$ cat config.mk
export PLATFORM = sky130hd
export DESIGN_NAME = int_logic_pipe
export DESIGN_NICKNAME = d
export VERILOG_FILES = /design/src/rtl/int_logic_pipe.sv
export SDC_FILE = /design/constraint.sdc
export NUM_CORES = 1
export LEC_CHECK = 0
export CORE_ASPECT_RATIO = 0.8
export CORE_MARGIN = 1.5
export CORE_UTILIZATION = 47
export DETAILED_ROUTE_END_ITERATION = 10
export HOLD_SLACK_MARGIN = 0.05
export PLACE_DENSITY = 0.81
export SLEW_MARGIN = 20
export SYNTH_ARGS = -nofsm -noshare
export SYNTH_HDL_FRONTEND = slang
export SYNTH_SLANG_ARGS = --single-unit
$ cat constraint.sdc
create_clock -name clk -period 1.31 [get_ports clk]
set_input_delay 0.1965 -clock clk [delete_from_list [all_inputs] [get_ports clk]]
set_output_delay 0.1965 -clock clk [all_outputs]
set_load 0.03 [all_outputs]
$ cat src/rtl/int_logic_pipe.sv
// int_logic_pipe: pipelined bitwise logic functional unit for the scoreboard datapath.
// Evaluates one of eight bitwise ops on WIDTH-bit operands. The op is evaluated in the first
// register stage and the remaining LATENCY-1 stages are plain delay. A destination tag rides
// along with each op, and valid/ready handshakes are used on both sides.
// The whole pipe freezes while a result is waiting for the consumer.
// Optional feature: define ILP_FLAGS_EN to add the out_zero / out_par result flags, which are
// registered in step with out_res.
module int_logic_pipe #(
  parameter int WIDTH   = 16,
  parameter int LATENCY = 2,
  parameter int TAG_W   = 4
) (
  input  logic             clk,
  input  logic             rst,
  input  logic             in_valid,
  output logic             in_ready,
  input  logic [2:0]       in_op,
  input  logic [WIDTH-1:0] in_a,
  input  logic [WIDTH-1:0] in_b,
  input  logic [TAG_W-1:0] in_tag,
  output logic             out_valid,
  input  logic             out_ready,
  output logic [WIDTH-1:0] out_res,
  output logic [TAG_W-1:0] out_tag,
  output logic             busy
`ifdef ILP_FLAGS_EN
  ,
  output logic             out_zero,
  output logic             out_par
`endif
);

  generate
    if (LATENCY < 1 || LATENCY > 4) begin : g_bad_latency
      $error("int_logic_pipe: LATENCY must be in 1..4");
    end
  endgenerate

  localparam logic [2:0] OP_AND  = 3'd0;
  localparam logic [2:0] OP_OR   = 3'd1;
  localparam logic [2:0] OP_XOR  = 3'd2;
  localparam logic [2:0] OP_XNOR = 3'd3;
  localparam logic [2:0] OP_NAND = 3'd4;
  localparam logic [2:0] OP_NOR  = 3'd5;
  localparam logic [2:0] OP_NOTA = 3'd6;

  // Bitwise op evaluation. All eight encodings are defined, so the default is PASS a.
  function automatic logic [WIDTH-1:0] logic_op(input logic [2:0]       op,
                                                input logic [WIDTH-1:0] a,
                                                input logic [WIDTH-1:0] b);
    logic [WIDTH-1:0] r;
    case (op)
      OP_AND:  r = a & b;
      OP_OR:   r = a | b;
      OP_XOR:  r = a ^ b;
      OP_XNOR: r = ~(a ^ b);
      OP_NAND: r = ~(a & b);
      OP_NOR:  r = ~(a | b);
      OP_NOTA: r = ~a;
      default: r = a;
    endcase
    return r;
  endfunction

  logic [LATENCY-1:0]            vld_p;
  logic [LATENCY-1:0][WIDTH-1:0] res_p;
  logic [LATENCY-1:0][TAG_W-1:0] tag_p;
  logic [WIDTH-1:0]              res_s1;
  logic                          stall;
  logic                          advance;

  // No bubble collapse: a held result at the output blocks every stage, including the input.
  assign stall    = vld_p[LATENCY-1] && !out_ready;
  assign advance  = !stall;
  assign in_ready = advance;
  assign res_s1   = logic_op(in_op, in_a, in_b);

  // ---- stage 1: op evaluated; stages 2..LATENCY: delay registers ----
  // Shift valid, result and tag one stage per unstalled cycle.
  always_ff @(posedge clk) begin
    if (rst) begin
      vld_p <= '0;
      res_p <= '0;
      tag_p <= '0;
    end else if (advance) begin
      vld_p[0] <= in_valid;
      res_p[0] <= res_s1;
      tag_p[0] <= in_tag;
      for (int i = 1; i < LATENCY; i++) begin
        vld_p[i] <= vld_p[i-1];
        res_p[i] <= res_p[i-1];
        tag_p[i] <= tag_p[i-1];
      end
    end
  end

`ifdef ILP_FLAGS_EN
  logic [LATENCY-1:0] zero_p;
  logic [LATENCY-1:0] par_p;

  // ---- flags: computed beside the stage-1 result and delayed with it ----
  // Flag shift register, frozen and cleared exactly like the result path.
  always_ff @(posedge clk) begin
    if (rst) begin
      zero_p <= '0;
      par_p  <= '0;
    end else if (advance) begin
      zero_p[0] <= (res_s1 == '0);
      par_p[0]  <= ^res_s1;
      for (int i = 1; i < LATENCY; i++) begin
        zero_p[i] <= zero_p[i-1];
        par_p[i]  <= par_p[i-1];
      end
    end
  end

  assign out_zero = zero_p[LATENCY-1];
  assign out_par  = par_p[LATENCY-1];
`endif

  // ---- output stage ----
  assign out_valid = vld_p[LATENCY-1];
  assign out_res   = res_p[LATENCY-1];
  assign out_tag   = tag_p[LATENCY-1];
  assign busy      = |vld_p;

endmodule

### Word level (Yosys, flattened, before mapping)

Index checks and enable logic that the tools add are counted.
Widths: inputs -> output; s select.

| operators by class | value |
|---|---|
| multiplexer cells | 1 |
| bitwise logic cells | 7 |
| equal/unequal tests | 6 |
| reductions and logical operators | 5 |

Operator list:

| operator | count |
|---|---|
| $pmux 16 s7 | 1 |
| $not 16->16 | 4 |
| $and 16x16->16 | 1 |
| $or 16x16->16 | 1 |
| $xor 16x16->16 | 1 |
| $eq 3x3->1 const B | 3 |
| $eq 3x2->1 const B | 2 |
| $eq 3x1->1 const B | 1 |
| $logic_not 3->1 | 1 |
| $logic_not 1->1 | 2 |
| $reduce_or 2->1 | 1 |
| $logic_and 1x1->1 | 1 |

| storage, ports and cells | value |
|---|---|
| word-level logic and storage cells | 24 |
| register bits after elaboration | 42 |
| output and inout bits | 23 |
| input bits | 43 |

### Longest topological paths before layout

| logic depth | value |
|---|---|
| depth after elaboration | 3 |
| mapped depth | 7 |
| gate-level depth less buffers | 6 |

### Least setup slack after synthesis

OpenSTA, ideal clock, no wires.

| timing path | value |
|---|---|
| kind | register to register |
| from | register vld_p[1] |
| to | register res_p[8] (netlist name) |
| data required time | 1145 ps |
| data arrival time | 1485 ps |
| period minus slack after synthesis | 1649 ps |
| buffers on the path | 2 |
| library setup time | 165 ps |
| cell stages (with the launch flop) | 6 |
| slack | -339 ps |
| path through | dfxtp_1 > nor2b_1 > clkbuf_1 > inv_2 > clkbuf_1 > a311oi_2 |

| on the way | value |
|---|---|
| longest elaborated chain between the ends | 1 |

Ends and longest elaborated chain:

| element | line | RTL |
|---|---|---|
| from (decl) | 65 | `logic [LATENCY-1:0] vld_p;` |
| from (signal, indexed assignment) | 90 | `vld_p[i] <= vld_p[i-1];` |
| $logic_and 1x1->1 | 73 | `assign stall = vld_p[LATENCY-1] && !out_ready;` |
| to (signal, indexed assignment) | 91 | `res_p[i] <= res_p[i-1];` |
| to (decl) | 66 | `logic [LATENCY-1:0][WIDTH-1:0] res_p;` |

Every way passes these cells.
A chain may end at the register's enable or synchronous reset.

### Final worst setup path

| timing path | value |
|---|---|
| from | input out_ready |
| to | output in_ready |

| on the way | value |
|---|---|
| longest elaborated chain between the ends | 3 |

Ends and longest elaborated chain:

| element | line | RTL |
|---|---|---|
| from (decl) | 22 | `input logic out_ready,` |
| $logic_not 1->1 | 73 |  |
| $logic_and 1x1->1 | 73 |  |
| $logic_not 1->1 | 74 | `assign advance = !stall;` |
| to (decl) | 16 | `output logic in_ready,` |

Every way passes these cells.

==> metrics.cfg <==
[sta]
slew_headroom_pct=65.9
fmax_mhz=760
finClkSkew_ns=0.00557
hold_violations=0
min_period_ns=1.32
setup_ws_ns=-0.00533
tns_ns=-0.00533
setup_violations=1
slew_viol_final=0
worst_pin_slew_ns=0.512
rsz0062_at_grt=yes
period_share_pct=100

[global_route]
grt_max_degree=43
grt_pass1_wl_mm=14.0
antenna_found_initial=0
grt_use_total_pct=24.1
grt_pass1_vias=3077
overflow=0

[cells_and_area]
antenna_cells=0
fin_nets=589
fin_util_pct=71.1
syn_to_final_growth_pct=44.1
finish.instance_area_mm2=0.00460
fillers=475
layout-drive-gt1-share_pct=28.3
finalNonFillerCells=599

[worst_setup_path]
cp_data_required_time_ns=1.11
endpoint_kind=output pin
arrival_ns=1.12
reg2regPathDepth=7
critical_path_class=in2out
cp_max_fo=2
worstReg2RegStart=vld_p[1]
start_kind=primary input
r2r_end=res_p[0]
r2r_slack_ns=0.04

[logic_synthesis]
synth_top_area_cell=dfxtp_1
synthArstFlopShare_pct=0
syn_inst=424
synth-seq-cells=42
synth_flop_cell=dfxtp_1
yosysMostFrequentCell=nand2_1
syn_nets=499
synth_edf_count=0
ys_seq_area_share_pct=26.3
yosysWarnings=0
synthDistinctLibCells=41
avgSynthCellArea_um2=7.53
synthTopCellsByArea=dfxtp_1 (26%), ha_1 (13%), nand2_1 (7.4%), a21oi_1 (6.0%), buf_4 (5.4%)
synth_area_mm2=0.00319
synthTopCellsByCount=nand2_1 (63), dfxtp_1 (42), a21oi_1 (38)
yosysTopAreaCellShare_pct=26.3

[placed_design]
portBuffers=65
placed_area_mm2=0.00414
gp_congestion=0.839
place_inst=582
dp_hpwl_mm=6.02

[detailed_routing]
dr.pass1.iters=6
routed_wl_mm=9.15
drc=0
post_drt_wl_per_cell_um=15.3
dr.first_iter.drc_count=201
vias_per_cell=5.55
ant_nets=0
vias=3322

[power]
p_per_area_mw_per_mm2=804
p_total_mw=3.70
power.leakage_nw=2.14
ir_drop_mv=0.421

[clocking]
htreeDepth=2
cts_sinks=42
cts_made_buffers=5
cts_buffer_depth=2
clk_pin_slew_ns=0.08
clkLatencyLatePin_ns=0.30
root_buffer=clkbuf_8
cts_hold_buf=0
cts_tree=done

[flow_run]
max_cap_violations=0

[floorplan]
die_area_mm2=0.00730
start_util_pct=49.3
die_w_um=95.2
row_count=26
core_region_area_mm2=0.00647
die_height_um=76.7
pin_count=66

[outcome]
violations=negative setup slack
status=finished, violations left

[min_path]
hold_end=tag_p[2]
min_path_type=in2reg
hold_depth=3
min_from=in_tag[2]

==> area by class of cell <==
cell class                 count  area [µm²]  area share [%]
tap                           84         105            2.28
timing repair buffer         136        1240            26.9
clock buffer                   7        76.3            1.66
sequential                    42         842            18.3
clock inverter                 1        30.0           0.652
multi-input combinational    294        2180            47.3
inverter                      35         134            2.91
==> metrics by stage <==
stage	hold WS [ns]	worst slack, ns
after floorplan	0.337	0.000256
after global placement	0.436	-0.552
after detailed placement	0.445	-0.636
after CTS	0.444	-0.0665
after global routing	0.459	-0.0614
final	0.446	-0.00533
==> power by group <==
part	internal (mW)	total, mW	switching [mW]
logic	0.603	1.25	0.644
clock network	0.571	1.02	0.450
registers	1.38	1.44	0.0568
total	2.55	3.70	1.15
==> cells in the final DEF, fill, tap and decap left out, types with 5 or more instances in the layout <==
cell             synthesis  final
a211oi_1                12      6
a211oi_2                 1      7
a21oi_1                 38     36
a311oi_1                 7      7
buf_12                   0      5
buf_4                   23     60
buf_6                    6      6
clkbuf_8                 0      5
clkdlybuf4s50_1          0     12
dfxtp_1                 42     41
dlygate4sd2_1            0     42
ha_1                    32     16
ha_2                     0      8
ha_4                     0      8
inv_1                   32     29
inv_2                    3      5
nand2_1                 63     63
nand2b_1                 8      7
nand3_1                 10     10
nor2_1                  36     35
nor2_2                   6      7
nor3_1                   9      8
o21ai_1                  5      7
o22ai_1                 14     10
o22ai_2                  1      5
xnor2_1                  7      6
xor2_1                  13     13
==> registers in the layout, summed over array words and instances, names as in the netlist <==
signal / count
tag_p: 4
out_tag: 4
res_p: 16
out_res: 16
vld_p: 2
==> repair_timing <==
action | in CTS | in global routing
pin swaps | 36 | 16
setup endpoints to repair | 39 | 17
gates cloned | 0 | 1
gates resized for setup | 86 | 41
buffers inserted | 3 | 5
==> logic make-up after synthesis <==
| kind of cell | share of synthesized area (%) |
|---|---|
| flops | 26.3 |
| fa+ha+maj | 12.5 |
| simple gates | 20.3 |
| buf+inv | 14.7 |
| xor+xnor | 5.48 |
| compound gates | 20.7 |
==> critical path, cell delays in order <==
cell and delay, ns:
clkdlybuf4s50_1 0.44, nor2b_4 0.17, inv_4 0.05, buf_6 0.12, buf_6 0.13
==> layer usage <==
metal,up-vias,global-route usage (%),share of wire (%)
met1,1559,29.3,42
met3,28,4.76,6.3
met5,-,0,0
met2,147,41.9,50
li1,1588,-,-
met4,0,7.76,2.3
==> worst max path at each step <==
stage                    from        to  slack, ns  cells past startpoint
floorplan            in_op[0]  res_p[3]     0.0003                      5
global placement     in_op[1]  res_p[2]      -0.55                      6
detailed placement   in_op[1]  res_p[2]      -0.64                      6
CTS                  vld_p[0]      busy      -0.07                      2
global route         in_op[0]  res_p[5]      -0.06                      5
finish              out_ready  in_ready     -0.005                      5
Power figures use the tool's default switching activity.
